==> src/rtl/bchg_pkg.sv <==
// Shared types and defaults for the battery-charger comparator sense filter.
package bchg_pkg;

    typedef enum logic [1:0] {
        CH_VTRKL  = 2'd0,
        CH_VTERM  = 2'd1,
        CH_ITERM  = 2'd2,
        CH_VRCHRG = 2'd3
    } bchg_ch_e;

    localparam int BCHG_NCH    = 4;
    localparam int PRESC_DEF   = 16;
    localparam int DEB_CNT_DEF = 4;
    localparam int BLANK_DEF   = 8;

    // Width of a counter holding 0..n-1, never narrower than one bit.
    function automatic int cnt_width(input int n);
        return (n > 1) ? $clog2(n) : 1;
    endfunction

endpackage

==> src/rtl/bchg_debounce.sv <==
// One comparator channel: 2-flop synchronizer followed by a tick-sampled
// debounce counter that flips the output after DEB_CNT mismatching ticks.
module bchg_debounce
    import bchg_pkg::*;
#(
    parameter int DEB_CNT = DEB_CNT_DEF
) (
    input  logic clk,
    input  logic reset,
    input  logic tick,
    input  logic hold,
    input  logic din,
    output logic dout
);

    localparam int CW = cnt_width(DEB_CNT + 1);
    localparam logic [CW-1:0] LAST = CW'(DEB_CNT - 1);

    logic          sync_1;
    logic          s_x;
    logic [CW-1:0] cnt;

    always_ff @(posedge clk or posedge reset) begin
        if (reset) begin
            sync_1 <= 1'b0;
            s_x    <= 1'b0;
        end else begin
            sync_1 <= din;
            s_x    <= sync_1;
        end
    end

    // hold wins over everything so a blanked channel restarts from a clean count.
    always_ff @(posedge clk or posedge reset) begin
        if (reset) begin
            cnt  <= '0;
            dout <= 1'b0;
        end else if (hold) begin
            cnt  <= '0;
            dout <= 1'b0;
        end else if (tick) begin
            if (s_x != dout) begin
                if (cnt == LAST) begin
                    dout <= ~dout;
                    cnt  <= '0;
                end else begin
                    cnt <= cnt + 1'b1;
                end
            end else begin
                cnt <= '0;
            end
        end
    end

endmodule

==> src/rtl/bchg_sense_filter.sv <==
// Charger comparator front end: prescaled tick, four debounced channels, valid flag.
// Optional iterm blanking after a vterm rise is built when BCHG_SENSE_ITERM_BLANK_EN is defined.
module bchg_sense_filter
    import bchg_pkg::*;
#(
    parameter int PRESC   = PRESC_DEF,
    parameter int DEB_CNT = DEB_CNT_DEF,
    parameter int BLANK   = BLANK_DEF
) (
    input  logic clk,
    input  logic reset,
    input  logic cmp_vtrkl,
    input  logic cmp_vterm,
    input  logic cmp_iterm,
    input  logic cmp_vrchrg,
    output logic vtrkl,
    output logic vterm,
    output logic iterm,
    output logic vrchrg,
    output logic valid,
    output logic tick
);

    localparam int PW = cnt_width(PRESC);
    localparam int VW = cnt_width(DEB_CNT + 1);
    localparam logic [PW-1:0] PRESC_LAST = PW'(PRESC - 1);

    logic [PW-1:0]       presc_cnt;
    logic [VW-1:0]       tick_cnt;
    logic [BCHG_NCH-1:0] cmp_vec;
    logic [BCHG_NCH-1:0] out_vec;
    logic [BCHG_NCH-1:0] hold_vec;

    assign cmp_vec = {cmp_vrchrg, cmp_iterm, cmp_vterm, cmp_vtrkl};

    always_ff @(posedge clk or posedge reset) begin
        if (reset) begin
            presc_cnt <= '0;
        end else if (presc_cnt == PRESC_LAST) begin
            presc_cnt <= '0;
        end else begin
            presc_cnt <= presc_cnt + 1'b1;
        end
    end

    // Gated by reset so PRESC=1 still shows tick low while in reset.
    assign tick = (presc_cnt == PRESC_LAST) && !reset;

    always_ff @(posedge clk or posedge reset) begin
        if (reset) begin
            tick_cnt <= '0;
            valid    <= 1'b0;
        end else if (tick) begin
            if (tick_cnt != VW'(DEB_CNT)) begin
                tick_cnt <= tick_cnt + 1'b1;
            end
            if (tick_cnt == VW'(DEB_CNT - 1)) begin
                valid <= 1'b1;
            end
        end
    end

`ifdef BCHG_SENSE_ITERM_BLANK_EN
    localparam int BW = cnt_width(BLANK + 1);

    logic [BW-1:0] blank_cnt;
    logic          vterm_d;
    logic          vterm_rise;

    // The rise is seen the cycle after it lands; vterm_rise covers that cycle.
    assign vterm_rise = out_vec[CH_VTERM] && !vterm_d;

    always_ff @(posedge clk or posedge reset) begin
        if (reset) begin
            vterm_d   <= 1'b0;
            blank_cnt <= '0;
        end else begin
            vterm_d <= out_vec[CH_VTERM];
            if (vterm_rise) begin
                blank_cnt <= BW'(BLANK);
            end else if (tick && (blank_cnt != '0)) begin
                blank_cnt <= blank_cnt - 1'b1;
            end
        end
    end

    always_comb begin
        hold_vec           = '0;
        hold_vec[CH_ITERM] = vterm_rise || (blank_cnt != '0);
    end
`else
    logic unused_blank;

    assign unused_blank = (BLANK > 0);
    assign hold_vec     = '0;
`endif

    for (genvar i = 0; i < BCHG_NCH; i++) begin : g_ch
        localparam bchg_ch_e CH = bchg_ch_e'(i);

        bchg_debounce #(
            .DEB_CNT(DEB_CNT)
        ) u_deb (
            .clk  (clk),
            .reset(reset),
            .tick (tick),
            .hold (hold_vec[CH]),
            .din  (cmp_vec[CH]),
            .dout (out_vec[CH])
        );
    end

    assign vtrkl  = out_vec[CH_VTRKL];
    assign vterm  = out_vec[CH_VTERM];
    assign iterm  = out_vec[CH_ITERM];
    assign vrchrg = out_vec[CH_VRCHRG];

endmodule

==> config.mk <==
export PLATFORM = sky130hd
export DESIGN_NAME = bchg_sense_filter
export DESIGN_NICKNAME = d
export VERILOG_FILES = /design/src/rtl/bchg_pkg.sv /design/src/rtl/bchg_debounce.sv /design/src/rtl/bchg_sense_filter.sv
export SDC_FILE = /design/constraint.sdc
export NUM_CORES = 1
export LEC_CHECK = 0
export ABC_AREA = 1
export CAP_MARGIN = 20
export CORE_ASPECT_RATIO = 1.25
export CORE_UTILIZATION = 39
export CTS_CLUSTER_DIAMETER = 60
export DETAILED_ROUTE_END_ITERATION = 8
export PLACE_DENSITY_LB_ADDON = 0.1
export SYNTH_ARGS = -nofsm -noshare
export SYNTH_HDL_FRONTEND = slang
export SYNTH_SLANG_ARGS = --single-unit
==> constraint.sdc <==
create_clock -name clk -period 1.6 [get_ports clk]
set_input_delay 0.16 -clock clk [delete_from_list [all_inputs] [get_ports clk]]
set_output_delay 0.16 -clock clk [all_outputs]
set_load 0.1 [all_outputs]
## Word-level counts from Yosys, hierarchy flattened

Index checks and enable logic that the tools add are counted.

- Bits in registers: 32
- Latch bits: 0
- Bits in writable memories: 0
- ROM bits: 0
- Input port bits: 6
- Output and inout port bits: 6
- Word-level logic and storage cells: 57
- Memories kept: 0

- Add/subtract/negate cells: 6
- Multiply operators: 0
- Div/mod/pow operators: 0
- Order comparisons: 0
- Equal/unequal tests: 11
- Shift-type cells: 0
- Multiplexer cells: 9
- Bitwise logic cells: 4
- Reductions and logical operators: 8

Operators by type and width:

| kind | number |
|---|---|
| $mux 3 | 8 |
| $add 3x1->3 const B | 5 |
| $eq 3x2->1 const B | 5 |
| $reduce_and 3->1 | 4 |
| $add 4x1->4 const B | 1 |
| $eq 4x4->1 const B | 1 |
| $mux 4 | 1 |
| $ne 1x1->1 | 4 |
| $not 1->1 | 4 |
| $reduce_and 2->1 | 2 |
| $ne 3x3->1 const B | 1 |
| $logic_and 1x1->1 | 1 |
| $logic_not 1->1 | 1 |

## Logic depth before layout (Yosys ltp)

- Depth in word-level cells: 3
- Gate-level depth with buffers: 7
- Gate-level depth less buffers: 7

## Cells and area by module

From an unflattened synthesis, not the netlist that was laid out.

- Cell total of the unflattened synthesis: 198
- Area total of the unflattened synthesis: 1,591.5 um^2

By module, submodules not included:

| module | times used | cells an instance | area each (um^2) | seq. area each (um^2) |
|---|---|---|---|---|
| bchg_debounce | 4 | 38 | 296.5 | 150.1 |
| bchg_sense_filter | 1 | 46 | 405.4 | 200.2 |

## Worst setup path after synthesis

OpenSTA, ideal clock, no wires.

- Path kind: reg2reg
- Start: register g_ch[0].u_deb.dout
- End: register g_ch[0].u_deb.cnt[2]
- Setup time: 0.119 ns
- Arrival: 1.293 ns
- Required time: 1.481 ns
- Setup slack: 0.188 ns
- Stages on the path, launching flop included: 4
- Buffers on the path: 0
- Clock period less this slack: 1.412 ns
- Path through: dfrtp_1 -> xor2_1 -> nand3b_1 -> nand2_1

- Word-level cells in the longest chain between the ends: 2

RTL lines:

| what | RTL line | source |
|---|---|---|
| start: declaration | bchg_debounce.sv:13 | `output logic dout` |
| start signal: assignment | bchg_debounce.sv:44 | `dout <= ~dout;` |
| $ne 1x1->1 | bchg_debounce.sv:42 | `if (s_x != dout) begin` |
| $mux 3 | bchg_debounce.sv:42 |  |
| end signal: assignment | bchg_debounce.sv:47 | `cnt <= cnt + 1'b1;` |
| end: declaration | bchg_debounce.sv:21 | `logic [CW-1:0] cnt;` |

No other way between the ends.
A chain may end at the register's enable or synchronous reset.

## Worst setup path after layout

- Start: register presc_cnt[0]
- End: output port tick

- Word-level cells in the longest chain between the ends: 2

RTL lines:

| what | RTL line | source |
|---|---|---|
| start: declaration | bchg_sense_filter.sv:28 | `logic [PW-1:0] presc_cnt;` |
| start signal: assignment | bchg_sense_filter.sv:42 | `presc_cnt <= presc_cnt + 1'b1;` |
| $eq 4x4->1 | bchg_sense_filter.sv:47 | `assign tick = (presc_cnt == PRESC_LAST) && !reset;` |
| $logic_and 1x1->1 | bchg_sense_filter.sv:47 |  |
| end: declaration | bchg_sense_filter.sv:21 | `output logic tick` |

No other way between the ends.

==> flow_metrics.env <==
export IMPL_outcome="finished, final reports clean"
export IMPL_powerDensity_mw_per_mm2=948
export IMPL_post_place_ws_ns=0.109
export IMPL_wl_per_cell_um=11.9
export IMPL_rsz0062_at_grt="false"
export IMPL_clockBufferDepth=2
export IMPL_final_cell_mix="nand2_1, dfrtp_1, inv_1"
export IMPL_synth_seq_cells=32
export IMPL_vias=1043
export IMPL_port_buffers=11
export IMPL_switching_share=0.218
export IMPL_syn_to_final_growth_pct=24.0
export IMPL_slew_violations=0
export IMPL_drt_iter0_drc=39
export IMPL_setup_tns_ns=0
export IMPL_antenna_found_initial=0
export IMPL_fillers=323
export IMPL_cts_root_buf="clkbuf_8"
export IMPL_cts_tree="built"
export IMPL_via_per_inst=4.74
export IMPL_first_global_vias=1091
export IMPL_dp_cells=210
export IMPL_core_area_mm2=0.00354
export IMPL_final_common_cell="nand2_1"
export IMPL_grt_overflow=0
export IMPL_yosys_mux_area_fraction=0
export IMPL_p_seq_frac=0.500
export IMPL_max_slew_margin=0.706
export IMPL_drc=0
export IMPL_synth_fa_ha_area_frac=0.0681
export IMPL_synthDistinctLibCells=15
export IMPL_cts_htree_levels=2
export IMPL_synth_compound_gate_area_share=0.00937
export IMPL_die_y_um=70.6
export IMPL_clk_pin_slew_ns=0.07
export IMPL_die_x_um=56.9
export IMPL_critPathKind="reg -> out"
export IMPL_cts_resized=0
export IMPL_path_max_fanout=3
export IMPL_dp_hpwl_um=1900
export IMPL_report_final_setup_viol=0
export IMPL_p_int_mw=1.35
export IMPL_finalHoldViolations=0
export IMPL_diodes=0
export IMPL_grt_pass1_wl_um=4640
export IMPL_synth_cell_area_mm2=0.00147
export IMPL_syn_area_per_cell_um2=9.36
export IMPL_wl_um=2620
export IMPL_routabilityCongestion=0.730
export IMPL_cp_end_kind="output port"
export IMPL_final_util=0.514
export IMPL_period_needed_ns=1.50
export IMPL_worst_slew_pin_slew_ns=0.439
export IMPL_instances_no_fill=220
export IMPL_fin_nets=194
export IMPL_dr_pass1_iters=4
export IMPL_netlist_instances=157
export IMPL_seq_area_frac_synth=0.545
export IMPL_grt_use_total=0.160
export IMPL_switching_power_mw=0.376
export IMPL_cp_arrival_ns=1.34
export IMPL_r2r_slack_ns=0.16
export IMPL_hold_class="in -> reg"
export IMPL_synth_top_family_by_area="simple AND/OR/NAND/NOR gates"
export IMPL_setup_slack_ns=0.0973
export IMPL_ir_drop_mv=0.561
export IMPL_ant_nets=0
export IMPL_fp_dieArea_mm2=0.00402
export IMPL_io_pins=12
export IMPL_numCtsBuffers=5
export IMPL_syn_num_nets=171
export IMPL_maxCapViolations=0
export IMPL_clock_skew_ns=0.00790
export IMPL_pwr_share_comb=0.067
export IMPL_start_kind="flop"
export IMPL_synthSimpleGateAreaFrac=0.263
export IMPL_clk_latency_ns=0.28
export IMPL_required_ns=1.44
export IMPL_pwr_share_clk=0.433
export IMPL_rows=24
export IMPL_drive_above_1_share=0.160
export IMPL_yosys_warnings=0
export IMPL_min_period_over_period=0.939
export IMPL_max_freq_ghz=0.665
export IMPL_initial_utilization=0.415
export IMPL_cts_sinks=32
export IMPL_synth_xor_area_frac=0.0298
export IMPL_grt_max_degree=14
export IMPL_leakagePower_nw=0.950
==> state kept, by name (all words and copies together) (netlist names) <==
register and count:
presc_cnt 4, valid 1, tick_cnt 3, g_ch.u_deb.dout 4
g_ch.u_deb.s_x 4, g_ch.u_deb.cnt 12, g_ch.u_deb.sync_1 4
==> critical path: stages (launching register included) <==
cell and delay, ns:
dfrtp_1 0.37, ha_1 0.22, nand3_2 0.10, nor2_4 0.17, buf_12 0.20
==> what timing repair did <==
action / 4_1_cts / 5_1_grt
buffers inserted: 2 / 0
setup endpoints to repair: 1 / 1
hold buffers: 0 / 0
pin swaps: 1 / 1
==> power by group through the flow <==
stage          logic, mW  clock network [mW]  registers (mW)
6_report           0.115               0.748           0.863
3_5_place_dp       0.117                   0           0.878
2_1_floorplan     0.0657                   0           0.880
5_1_grt            0.133               0.817           0.866
3_3_place_gp       0.111                   0           0.877
4_1_cts            0.119               0.777           0.863
==> synth_stat cells <==
cell       n  area [um^2]
nand3_2    4         40.0
dfrtp_1   32          801
o21ai_0    1         5.00
or2_2      1         6.26
a21o_2     1         8.76
nand2_1   45          169
ha_1       8          100
nand3b_1   5         37.5
xor2_1     5         43.8
nor2_1    10         37.5
nor2_4     1         11.3
inv_1     23         86.3
buf_6      3         33.8
inv_2      1         3.75
nand3_1   17         85.1
==> worst paths after layout <==
path                                 startpoint                   end  cells past startpoint
max                                presc_cnt[0]                  tick                      4
min                                   cmp_iterm  g_ch[2].u_deb.sync_1                      1
max reg2reg                        presc_cnt[0]    g_ch[1].u_deb.dout                      8
min reg2reg                g_ch[0].u_deb.sync_1     g_ch[0].u_deb.s_x                      0
max in group asynchronous                 reset  g_ch[2].u_deb.cnt[0]                      3
min in group asynchronous                 reset          presc_cnt[1]                      3
==> stage by stage <==
stage                     total power [mW]  hold WS, ns  cell area, um^2
after floorplan                      0.946        0.191             1470
after global placement               0.987        0.333             1700
after detailed placement             0.995        0.335             1700
after CTS                             1.76        0.297             1820
after global routing                  1.82        0.295             1820
final                                 1.73        0.307             1820
==> cell families after synthesis <==
family	Yosys count
AOI/OAI and AO/OA	2
xor gates and xnor gates	5
buffers and inverters	27
adders and majority gates	8
and+or+nand+nor	83
DFF	32
==> layout make-up <==
type | count | area, um^2 | share of cell area
well taps | 39 | 48.8 | 0.0268
inverters | 24 | 90.1 | 0.0495
clock buffers | 6 | 72.6 | 0.0398
repair buffers | 19 | 230 | 0.126
multi-input cells | 98 | 544 | 0.299
clock inverters | 2 | 35.0 | 0.0192
flip-flops and latches | 32 | 801 | 0.440
==> layer usage <==
layer  global-route usage  part of all wire  up-vias
li1                     -                 -      533
met1                0.167              0.42      493
met2                0.277              0.51       11
met3               0.0530             0.035        6
met4               0.0949             0.028        0
met5                    0                 0        -
Note: power is estimated with default switching activity, not from simulation.
